[src/rtl/id_ex_reg.sv]
// ID/EX pipeline register with EX/MEM and MEM/WB operand forwarding.
// Holds one decoded instruction and presents forwarded ALU operands.
module id_ex_reg #(
  parameter int XLEN = 32
) (
  input  logic            clk,
  input  logic            rst,
  input  logic            stall,
  input  logic            flush,
  input  logic            in_valid,
  input  logic [XLEN-1:0] in_pc,
  input  logic [XLEN-1:0] in_rs1_data,
  input  logic [XLEN-1:0] in_rs2_data,
  input  logic [XLEN-1:0] in_imm,
  input  logic [4:0]      in_rs1,
  input  logic [4:0]      in_rs2,
  input  logic [4:0]      in_rd,
  input  logic [3:0]      in_alu_ctrl,
  input  logic            in_alu_src,
  input  logic            in_reg_write,
  input  logic            in_mem_read,
  input  logic            in_mem_write,
  input  logic            in_mem_to_reg,
  input  logic            in_branch,
  input  logic            exmem_reg_write,
  input  logic [4:0]      exmem_rd,
  input  logic [XLEN-1:0] exmem_result,
  input  logic            memwb_reg_write,
  input  logic [4:0]      memwb_rd,
  input  logic [XLEN-1:0] memwb_result,
  output logic            out_valid,
  output logic [XLEN-1:0] alu_a,
  output logic [XLEN-1:0] alu_b,
  output logic [3:0]      alu_ctrl,
  output logic [XLEN-1:0] store_data,
  output logic [XLEN-1:0] out_pc,
  output logic [XLEN-1:0] out_imm,
  output logic [4:0]      out_rd,
  output logic            out_reg_write,
  output logic            out_mem_read,
  output logic            out_mem_write,
  output logic            out_mem_to_reg,
  output logic            out_branch,
  output logic [1:0]      fwd_a,
  output logic [1:0]      fwd_b
);

  logic            r_valid;
  logic [XLEN-1:0] r_pc;
  logic [XLEN-1:0] r_imm;
  logic [XLEN-1:0] r_rs1_data;
  logic [XLEN-1:0] r_rs2_data;
  logic [4:0]      r_rs1;
  logic [4:0]      r_rs2;
  logic [4:0]      r_rd;
  logic [3:0]      r_alu_ctrl;
  logic            r_alu_src;
  logic            r_reg_write;
  logic            r_mem_read;
  logic            r_mem_write;
  logic            r_mem_to_reg;
  logic            r_branch;

  logic [1:0]      w_fwd_a;
  logic [1:0]      w_fwd_b;
  logic [XLEN-1:0] w_op_a;
  logic [XLEN-1:0] w_op_b;

  // Pipeline entry: reset clears, flush bubbles, stall holds, else load.
  always_ff @(posedge clk or posedge rst) begin
    if (rst) begin
      r_valid      <= 1'b0;
      r_pc         <= '0;
      r_imm        <= '0;
      r_rs1_data   <= '0;
      r_rs2_data   <= '0;
      r_rs1        <= '0;
      r_rs2        <= '0;
      r_rd         <= '0;
      r_alu_ctrl   <= 4'b0000;
      r_alu_src    <= 1'b0;
      r_reg_write  <= 1'b0;
      r_mem_read   <= 1'b0;
      r_mem_write  <= 1'b0;
      r_mem_to_reg <= 1'b0;
      r_branch     <= 1'b0;
    end else if (flush) begin
      r_valid      <= 1'b0;
      r_alu_ctrl   <= 4'b0000;
      r_reg_write  <= 1'b0;
      r_mem_read   <= 1'b0;
      r_mem_write  <= 1'b0;
      r_mem_to_reg <= 1'b0;
      r_branch     <= 1'b0;
    end else if (!stall) begin
      r_valid      <= in_valid;
      r_pc         <= in_pc;
      r_imm        <= in_imm;
      r_rs1_data   <= in_rs1_data;
      r_rs2_data   <= in_rs2_data;
      r_rs1        <= in_rs1;
      r_rs2        <= in_rs2;
      r_rd         <= in_rd;
      r_alu_ctrl   <= in_alu_ctrl;
      r_alu_src    <= in_alu_src;
      r_reg_write  <= in_valid & in_reg_write;
      r_mem_read   <= in_valid & in_mem_read;
      r_mem_write  <= in_valid & in_mem_write;
      r_mem_to_reg <= in_valid & in_mem_to_reg;
      r_branch     <= in_valid & in_branch;
    end
  end

  // Forward select: nearer EX/MEM result beats MEM/WB; x0 never bypassed.
  always_comb begin
    w_fwd_a = 2'b00;
    w_fwd_b = 2'b00;
    if (exmem_reg_write && exmem_rd != 5'd0 && exmem_rd == r_rs1)
      w_fwd_a = 2'b10;
    else if (memwb_reg_write && memwb_rd != 5'd0 && memwb_rd == r_rs1)
      w_fwd_a = 2'b01;
    if (exmem_reg_write && exmem_rd != 5'd0 && exmem_rd == r_rs2)
      w_fwd_b = 2'b10;
    else if (memwb_reg_write && memwb_rd != 5'd0 && memwb_rd == r_rs2)
      w_fwd_b = 2'b01;
  end

  // Operand muxes driven by the forward selects.
  always_comb begin
    w_op_a = r_rs1_data;
    w_op_b = r_rs2_data;
    unique case (w_fwd_a)
      2'b10:   w_op_a = exmem_result;
      2'b01:   w_op_a = memwb_result;
      default: w_op_a = r_rs1_data;
    endcase
    unique case (w_fwd_b)
      2'b10:   w_op_b = exmem_result;
      2'b01:   w_op_b = memwb_result;
      default: w_op_b = r_rs2_data;
    endcase
  end

  assign fwd_a          = w_fwd_a;
  assign fwd_b          = w_fwd_b;
  assign alu_a          = w_op_a;
  assign store_data     = w_op_b;
  assign alu_b          = r_alu_src ? r_imm : w_op_b;
  assign out_valid      = r_valid;
  assign alu_ctrl       = r_alu_ctrl;
  assign out_pc         = r_pc;
  assign out_imm        = r_imm;
  assign out_rd         = r_rd;
  assign out_reg_write  = r_reg_write;
  assign out_mem_read   = r_mem_read;
  assign out_mem_write  = r_mem_write;
  assign out_mem_to_reg = r_mem_to_reg;
  assign out_branch     = r_branch;

endmodule

[config.mk]
export PLATFORM = sky130hd
export DESIGN_NAME = id_ex_reg
export DESIGN_NICKNAME = d
export VERILOG_FILES = /design/src/rtl/id_ex_reg.sv
export SDC_FILE = /design/constraint.sdc
export NUM_CORES = 1
export LEC_CHECK = 0
export BUFFER_PORTS_ARGS = -buffer_cell sky130_fd_sc_hd__buf_2
export CAP_MARGIN = 20
export CORE_AREA = 5 5 156 158
export CTS_BUF_LIST = sky130_fd_sc_hd__clkbuf_8 sky130_fd_sc_hd__clkbuf_16
export CTS_CLUSTER_DIAMETER = 200
export DETAILED_ROUTE_END_ITERATION = 16
export DIE_AREA = 0 0 161 163
export RECOVER_POWER = 25
export SYNTH_ARGS = -nofsm -noshare
export SYNTH_HDL_FRONTEND = slang
export SYNTH_SLANG_ARGS = --single-unit
export TNS_END_PERCENT = 50
[constraint.sdc]
create_clock -name clk -period 5.08 [get_ports clk]
set_input_delay 0.508 -clock clk [delete_from_list [all_inputs] [get_ports clk]]
set_output_delay 0.508 -clock clk [all_outputs]
set_load 0.005 [all_outputs]
# --- Yosys cells after proc, flatten, opt, wreduce, memory -nomap -nowiden ---
# Cells that the tools add are included.
totals:
  wordCells: 61
  ff_bits: 154
  input_bits: 234
classes:
  n_mux: 21
  n_reduce_logical: 9
  n_eq_ne: 9
  bitwise: 7
op_table:
  columns: ["op", "count"]
  rows:
  - ["case mux 32 bit (2 select lines)", 2]
  - ["2-to-1 mux 32 bit", 1]
  - ["== test 5 bit", 4]
  - ["2-to-1 mux 1 bit", 14]
  - ["nonzero test 5 bit", 2]
  - ["2-to-1 mux 4 bit", 2]
  - ["logical AND 1 bit", 6]
  - ["AND 1 bit", 5]
  - ["== test 2 x 1 -> 1 bit (second input constant)", 2]
  - ["== test 2 bit (second input constant)", 2]
  - ["2-to-1 mux 2 bit", 2]
  - ["!= test 2 x 1 -> 1 bit (second input constant)", 1]
  - ["inverter 1 bit", 2]
  - ["AND reduction 2 bit", 1]

# --- Depth between registers and ports, before layout ---
# Gate-level depths: netlist of the first run.
logic_depth:
  ltp_word: 8
  depth_mapped: 7

# --- Least setup slack after synthesis of the first run ---
# No wires, ideal clock.
synth_path:
  kind: "input port to output port"
  startpoint: "input port memwb_rd[1]"
  endpoint: "output port alu_b[27]"
  path_buffers: 2
  arrival_ns: 2.029
  setup_slack_ns: 2.543
  path_stages: 7
  path_cell_list: "or4_1 -> o21a_1 -> and3_1 -> buf_6 -> buf_12 -> mux2i_4 -> a221oi_2"
synth_between:
  elab_chain_len: 8
synth_lines:
  columns: ["item", "line_no", "rtl"]
  rows:
  - ["start: declaration", "29", "input logic [4:0] memwb_rd,"]
  - ["nonzero test 5 bit", "124", "else if (memwb_reg_write && memwb_rd != 5'd0 && memwb_rd == r_rs2)"]
  - ["logical AND 1 bit", "124", null]
  - ["logical AND 1 bit (*)", "124", null]
  - ["2-to-1 mux 1 bit (*)", "124", null]
  - ["2-to-1 mux 2 bit (*)", "122", "if (exmem_reg_write && exmem_rd != 5'd0 && exmem_rd == r_rs2)"]
  - ["== test 2 x 1 -> 1 bit or == test 2 bit (tied branches)", "137", "unique case (w_fwd_b)"]
  - ["case mux 32 bit (2 select lines) (*)", "137", null]
  - ["2-to-1 mux 32 bit (*)", "148", "assign alu_b = r_alu_src ? r_imm : w_op_b;"]
  - ["end: declaration", "33", "output logic [XLEN-1:0] alu_b,"]
# Mark *: on every way between the ends. The rest lies on a longest branch, timed or not.

# --- Final worst setup path of the first run ---
layout_path:
  startpoint: "register r_rs2[3]"
  endpoint: "output port alu_b[13]"
layout_between:
  elab_chain_len: 7
layout_lines:
  columns: ["item", "line_no", "rtl"]
  rows:
  - ["start: declaration", "54", "logic [4:0] r_rs2;"]
  - ["start signal: assignment", "102", "r_rs2 <= in_rs2;"]
  - ["== test 5 bit", "124", null]
  - ["logical AND 1 bit", "124", null]
  - ["2-to-1 mux 1 bit", "124", null]
  - ["2-to-1 mux 2 bit (*)", "122", null]
  - ["== test 2 x 1 -> 1 bit or == test 2 bit (tied branches)", "137", null]
  - ["case mux 32 bit (2 select lines) (*)", "137", null]
  - ["2-to-1 mux 32 bit (*)", "148", null]
# Marked as above.

==> results.yml, run 1 <==
detailed_routing:
  top_layer: "met5"
  drt-met1-wl_mm: 11.01
  viasPerCell: 5.057
  wl_met2_mm: 13.41
  num_vias: 7222
  wl_met3_mm: 2.408
  drt_iter0_markers: 475
  drt_wl_total_mm: 27.62
  dr.pass1.iters: 7
  ant_nets: 0
  wl_per_cell_um: 19.34
  remaining_drc_errors: 0
finish:
  drive_gt1_share_pct: 50.53
  fin_nets: 1355
  fill_cells: 2243
  final_cell_mix: "buf_2 (410), dfrtp_1 (153), mux2_2 (112)"
  area_growth_pct: 35.50
  fin_cells: 1428
  final_common_cell: "buf_2"
sta:
  min_period_ns: 3.459
  finalClockSkew_ns: 0
  worstMarginPinSlew_ns: 3.476
  hold_violations: 0
  setup_slack_ns: 1.621
  slew_viol_final: 74
  fmax_mhz: 289.1
  slew_headroom_pct: -133.0
  finalSetupTns_ns: 0
  grt_setup_unrepaired: "no"
  period_share_pct: 68.09
  setup_viol: 0
synthesis:
  yosysWarnings: 0
  netlist_area_um2: 7913
  syn-mean-instance-area_um2: 10.72
  synth_seq_cells: 154
  netlist_instances: 738
  syn-num-nets: 972
  yosys.cell_types.count: 30
  seq_area_frac_synth_pct: 48.70
place:
  dpl.hpwl_mm: 20.91
  pre_cts_ws_ns: 1.678
  port_buffers: 412
  gp_congestion: 0.8687
  place_inst: 1392
clocking:
  clock_latency_ns: 0.41
  holdBufCountCts: 0
  cts_sinks: 154
  htreeDepth: 4
  cts.clk_slew.worst_paths_ns: 0.07
  cts_buffers: 17
  post_cts_buffers: 0
  root_buffer: "clkbuf_16"
  post_cts_resize_count: 0
  tritoncts: "built"
  cts_max_path_buffers: 2
setup_path:
  cp-end-kind: "output port"
  path_class: "flip-flop to output port"
  arrival_ns: 2.95
  r2r-start: "r_alu_src$_DFFE_PP0P_"
  critPathRequiredTime_ns: 4.57
  setup.worst_path.start_class: "flip-flop"
  crit_path_max_fanout: 22
  crit_path_start: "r_rs2[3]$_DFFE_PP0P_"
pwr:
  p_int_mw: 2.527
  p_comb_share_pct: 25.0
  p_leak_nw: 5.113
  power.density_nw_per_um2: 344.0
  fin_total_pwr_mw: 3.688
  seq_power_share_pct: 40.6
  p_switching_mw: 1.160
  power_frac_clock_pct: 34.4
  netSwitchingFraction_pct: 31.47
  ir_drop_uv: 213.2
min_path:
  min-delay-start: "in_imm[20]"
  min_path_type: "input pin to flip-flop"
global_routing:
  grt_max_degree: 97
  grt_pass1_wl_mm: 41.70
  antenna_found_initial: 10
  overflow: 0
  grt_usage_pct: 20.32
  grt_pass1_vias: 7274
die:
  die_w_um: 161
  rows: 56
  core_area_um2: 22980
  die_area_um2: 26240
  start_util_pct: 34.43
  die_y_um: 163
  io_pins: 413
outcome:
  violations: "max-capacitance violations, max-slew violations"
  status: "complete, but fails checks"
flow_run:
  drv_cap: 1
==> power groups by stage <==
stage,clock (mW),combinational [mW],sequential (mW)
2_1_floorplan,0,0.469,1.50
3_3_place_gp,0,0.922,1.52
3_5_place_dp,0,0.932,1.52
4_1_cts,1.31,0.935,1.50
5_1_grt,1.37,1.01,1.52
6_report,1.27,0.921,1.50
==> cell type report <==
class / instances / area (um2) / area share (%)
antenna: 4 / 10.01 / 0.09336
clock buffer: 18 / 439.2 / 4.096
clock inverter: 14 / 156.4 / 1.459
inverter: 34 / 128.9 / 1.202
multi-input combinational: 494 / 3652 / 34.06
sequential: 154 / 3855 / 35.96
tap: 290 / 362.8 / 3.384
timing repair buffer: 420 / 2117 / 19.75
==> logic make-up after synthesis <==
logic type	count (synthesis)	share of synthesized area (%)
DFF	154	48.70
xor gates and xnor gates	20	2.214
buffers and inverters	90	5.424
and+or+nand+nor	158	8.523
AOI/OAI and AO/OA	136	10.44
muxes	180	24.70
==> layer usage <==
metal | up-vias | track usage, %
met1 | 3430 | 24.86
li1 | 3386 | -
met2 | 343 | 33.81
met4 | 12 | 6.630
met3 | 51 | 7.036
met5 | - | 0
==> path summary, 6_finish.rpt <==
check	endpoint	slack, ns	cells after the start
worst max-delay path	alu_b[13]	1.62	6
min in group asynchronous	out_pc[12]$_DFFE_PP0P_	1.11	2
worst min register to register	out_pc[13]$_DFFE_PP0P_	0.50	1
worst max register to register	r_alu_src$_DFFE_PP0P_	3.54	2
max in group asynchronous	r_rs2_data[31]$_DFFE_PP0P_	1.76	3
worst min-delay path	out_imm[20]$_DFFE_PP0P_	0.30	3
==> worst max-delay path, cell delays in order, from the launching register on <==
cell,delay [ns]
dfrtp_1,0.41
xor2_1,0.16
nor3_1,0.23
and3_2,0.82
mux2i_1,0.22
a221oi_1,0.48
buf_2,0.21
==> per-stage QoR <==
| step | hold WS [ns] | cell area, um2 | utilization, % |
|---|---|---|---|
| floorplan | 0.4800 | 7913 | - |
| global placement | 0.4845 | 10120 | 44.05 |
| detailed placement | 0.4900 | 10120 | 44.05 |
| CTS | 0.2271 | 10720 | 46.65 |
| global route | 0.2838 | 10720 | 46.65 |
| finish | 0.2966 | 10720 | 46.65 |
==> cells in the mapped netlist <==
master    number  area share [%]
nand3_2        1            0.13
nand2_1       65             3.1
or4_1          2            0.19
buf_1          3            0.14
and4_2         1            0.13
nor2_1        47             2.2
buf_2         11            0.70
buf_6          6            0.85
o21ai_0       64             4.0
nor2_2         1           0.079
clkbuf_1      34             1.6
nor3_1        36             2.3
a21oi_2        1            0.11
o21a_1         2            0.19
xnor2_1        4            0.44
nand3_1        1           0.063
and4_1         1            0.11
inv_1         34             1.6
mux2i_1       67             8.5
buf_12         2            0.51
a22oi_1        4            0.38
and3_1         1           0.079
nor2b_1        2            0.16
xor2_1        16             1.8
mux2_2       112              16
a21oi_1       33             2.1
mux2i_4        1            0.28
a221oi_2       1            0.19
dfrtp_1      154              49
a221oi_1      31             3.4
Note: power is estimated with default switching activity, not from simulation.
==> run 2: changes to the inputs <==
Settings changed: PLACE_DENSITY set to 0.67.
Clock period 5.08 ns to 3 ns, I/O delays scaled along.
==> run 2 against run 1 <==
  * The flow still finishes with violations (max-capacitance violations, max-slew violations)
  * Final cell count grew 1.1%
  * Setup slack lost 1.5 ns
  * Global-route usage grew 0.61 points
  * Largest cell class unchanged
  * Register-to-register slack lost 2.0 ns
  * Sequential share of layout area shrank 0.58 points
  * Non-clock buffer count grew 17
  * Sequential power grew 71%
  * Power grew 69%
  * Clock power grew 65%
  * Final area grew 1.6%
  * Core utilization grew 0.77 points
==> results.yml, run 2 (synthesized netlist as in run 1, its figures left out) <==
finish:
  multi_input_area_um2: 3671
  final_common_cell: "buf_2"
  drive_gt1_share_pct: 51.39
  fill_cells: 2220
  fin_nets: 1373
  register_area_um2: 3855
  area_growth_pct: 37.73
  final_cell_mix: "buf_2 (411), dfrtp_1 (153), mux2_2 (112)"
setup_path:
  arrival_ns: 2.58
  path_class: "flip-flop to output port"
  critPathRequiredTime_ns: 2.70
  cp-end-kind: "output port"
  crit_path_max_fanout: 10
  setup.worst_path.start_class: "flip-flop"
sta:
  slew_headroom_pct: -52.15
  worstMarginPinSlew_ns: 2.282
  finalSetupTns_ns: 0
  hold_violations: 0
  min_period_ns: 2.881
  finalClockSkew_ns: 0
  slew_viol_final: 156
  period_share_pct: 96.04
  setup_viol: 0
  fmax_mhz: 347.1
pwr:
  p_leak_nw: 5.209
  fin_total_pwr_mw: 6.247
  ir_drop_uv: 330.7
  power.density_nw_per_um2: 573.2
global_routing:
  met2_usage_pct: 35.99
  top_usage_layer: "met2"
  antenna_found_initial: 4
  use_met3_pct: 5.619
  grtUsageMet1_pct: 25.96
  grt_usage_pct: 20.93
  grt_pass1_wl_mm: 43.00
  grt_pass1_vias: 7614
  grt_max_degree: 93
  overflow: 0
clocking:
  tritoncts: "built"
  holdBufCountCts: 0
  cts_buffers: 17
  htreeDepth: 4
  cts_sinks: 154
  cts.clk_slew.worst_paths_ns: 0.07
  cts_max_path_buffers: 2
  root_buffer: "clkbuf_16"
  clock_latency_ns: 0.41
outcome:
  status: "complete, but fails checks"
  violations: "max-capacitance violations, max-slew violations"
die:
  io_pins: 413
  rows: 56
  die_w_um: 161
  die_y_um: 163
  die_area_um2: 26240
  start_util_pct: 34.43
  core_area_um2: 22980
min_path:
  min_path_type: "input pin to flip-flop"
place:
  port_buffers: 412
  dpl.hpwl_mm: 21.53
  gp_congestion: 0.9074
detailed_routing:
  drt_wl_total_mm: 28.62
  drt_iter0_markers: 581
  wl_per_cell_um: 19.82
  num_vias: 7311
  dr.pass1.iters: 5
  remaining_drc_errors: 0
  ant_nets: 0
  viasPerCell: 5.063
flow_run:
  drv_cap: 2
[run 2: cell count changes in the layout (fill, tap and decap cells not counted), sizes merged]
| cell | previous run | this run |
|---|---|---|
| and3 | 1 | 2 |
| buf | 417 | 434 |
| bufinv | 0 | 1 |
| clkbuf | 21 | 20 |
| clkinv | 6 | 4 |
| clkinvlp | 2 | 5 |
| diode | 4 | 2 |
| inv | 40 | 39 |
[run 2: final cells by class]
type / count / share of cell area [%]
Antenna cell: 2 / 0.04592
Multi-Input combinational cell: 495 / 33.69
Tap cell: 290 / 3.329
Timing Repair Buffer: 437 / 21.16
Sequential cell: 154 / 35.37
Clock buffer: 17 / 3.904
Inverter: 34 / 1.183
Clock inverter: 15 / 1.320
[run 2: repair_timing]
item                       in CTS  in global routing
buffers inserted                0                  8
gates resized for setup         1                  4
setup endpoints to repair      33                  4
pin swaps                       0                  1
gates cloned                    0                  1
[run 2: path summary, 6_finish.rpt]
check / cells past startpoint / startpoint / slack [ns] / to
setup / recovery: 7 / r_rs2[3]$_DFFE_PP0P_ / 0.12 / store_data[12]
setup reg to reg: 2 / r_alu_src$_DFFE_PP0P_ / 1.51 / r_alu_src$_DFFE_PP0P_
hold reg to reg: 1 / out_pc[11]$_DFFE_PP0P_ / 0.50 / out_pc[11]$_DFFE_PP0P_
max in group asynchronous: 3 / rst / 0.89 / out_pc[4]$_DFFE_PP0P_
hold / removal: 3 / in_imm[28] / 0.09 / out_imm[28]$_DFFE_PP0P_
min in group asynchronous: 3 / rst / 0.48 / out_imm[9]$_DFFE_PP0P_
[run 2: stage by stage]
step,instance area [um2],utilization [%],worst slack [ns],hold slack [ns],instances
6_report,10900,47.42,0.1187,0.08793,1444
5_1_grt,10900,47.41,-0.02804,0.07713,1443
4_1_cts,10840,47.16,0.04348,0.03288,1433
3_5_place_dp,10270,44.67,0.2484,0.4845,1401
3_3_place_gp,10270,44.67,0.2754,0.4715,1401
2_1_floorplan,7916,-,0.7551,0.4168,738
[run 2: critical path, cell delays in order (launching register included)]
cell and delay, ns:
dfrtp_1 0.42, xor2_1 0.17, nor3_2 0.39, and3_4 0.42, buf_4 0.16, mux2i_1 0.30
a21oi_1 0.14, buf_2 0.16
[run 2: metal layers]
metal  routed length [um]  vias to the layer above
met5                   26                        -
met4                  490                        6
met3                 2069                       30
met2                14250                      309
met1                11790                     3544
li1                     -                     3422
[run 2: power by group]
part | internal, mW | leakage (nW) | switching, mW
Sequential | 2.36 | 1.84 | 0.195
Combinational | 0.800 | 3.10 | 0.785
Clock | 1.16 | 0.272 | 0.943
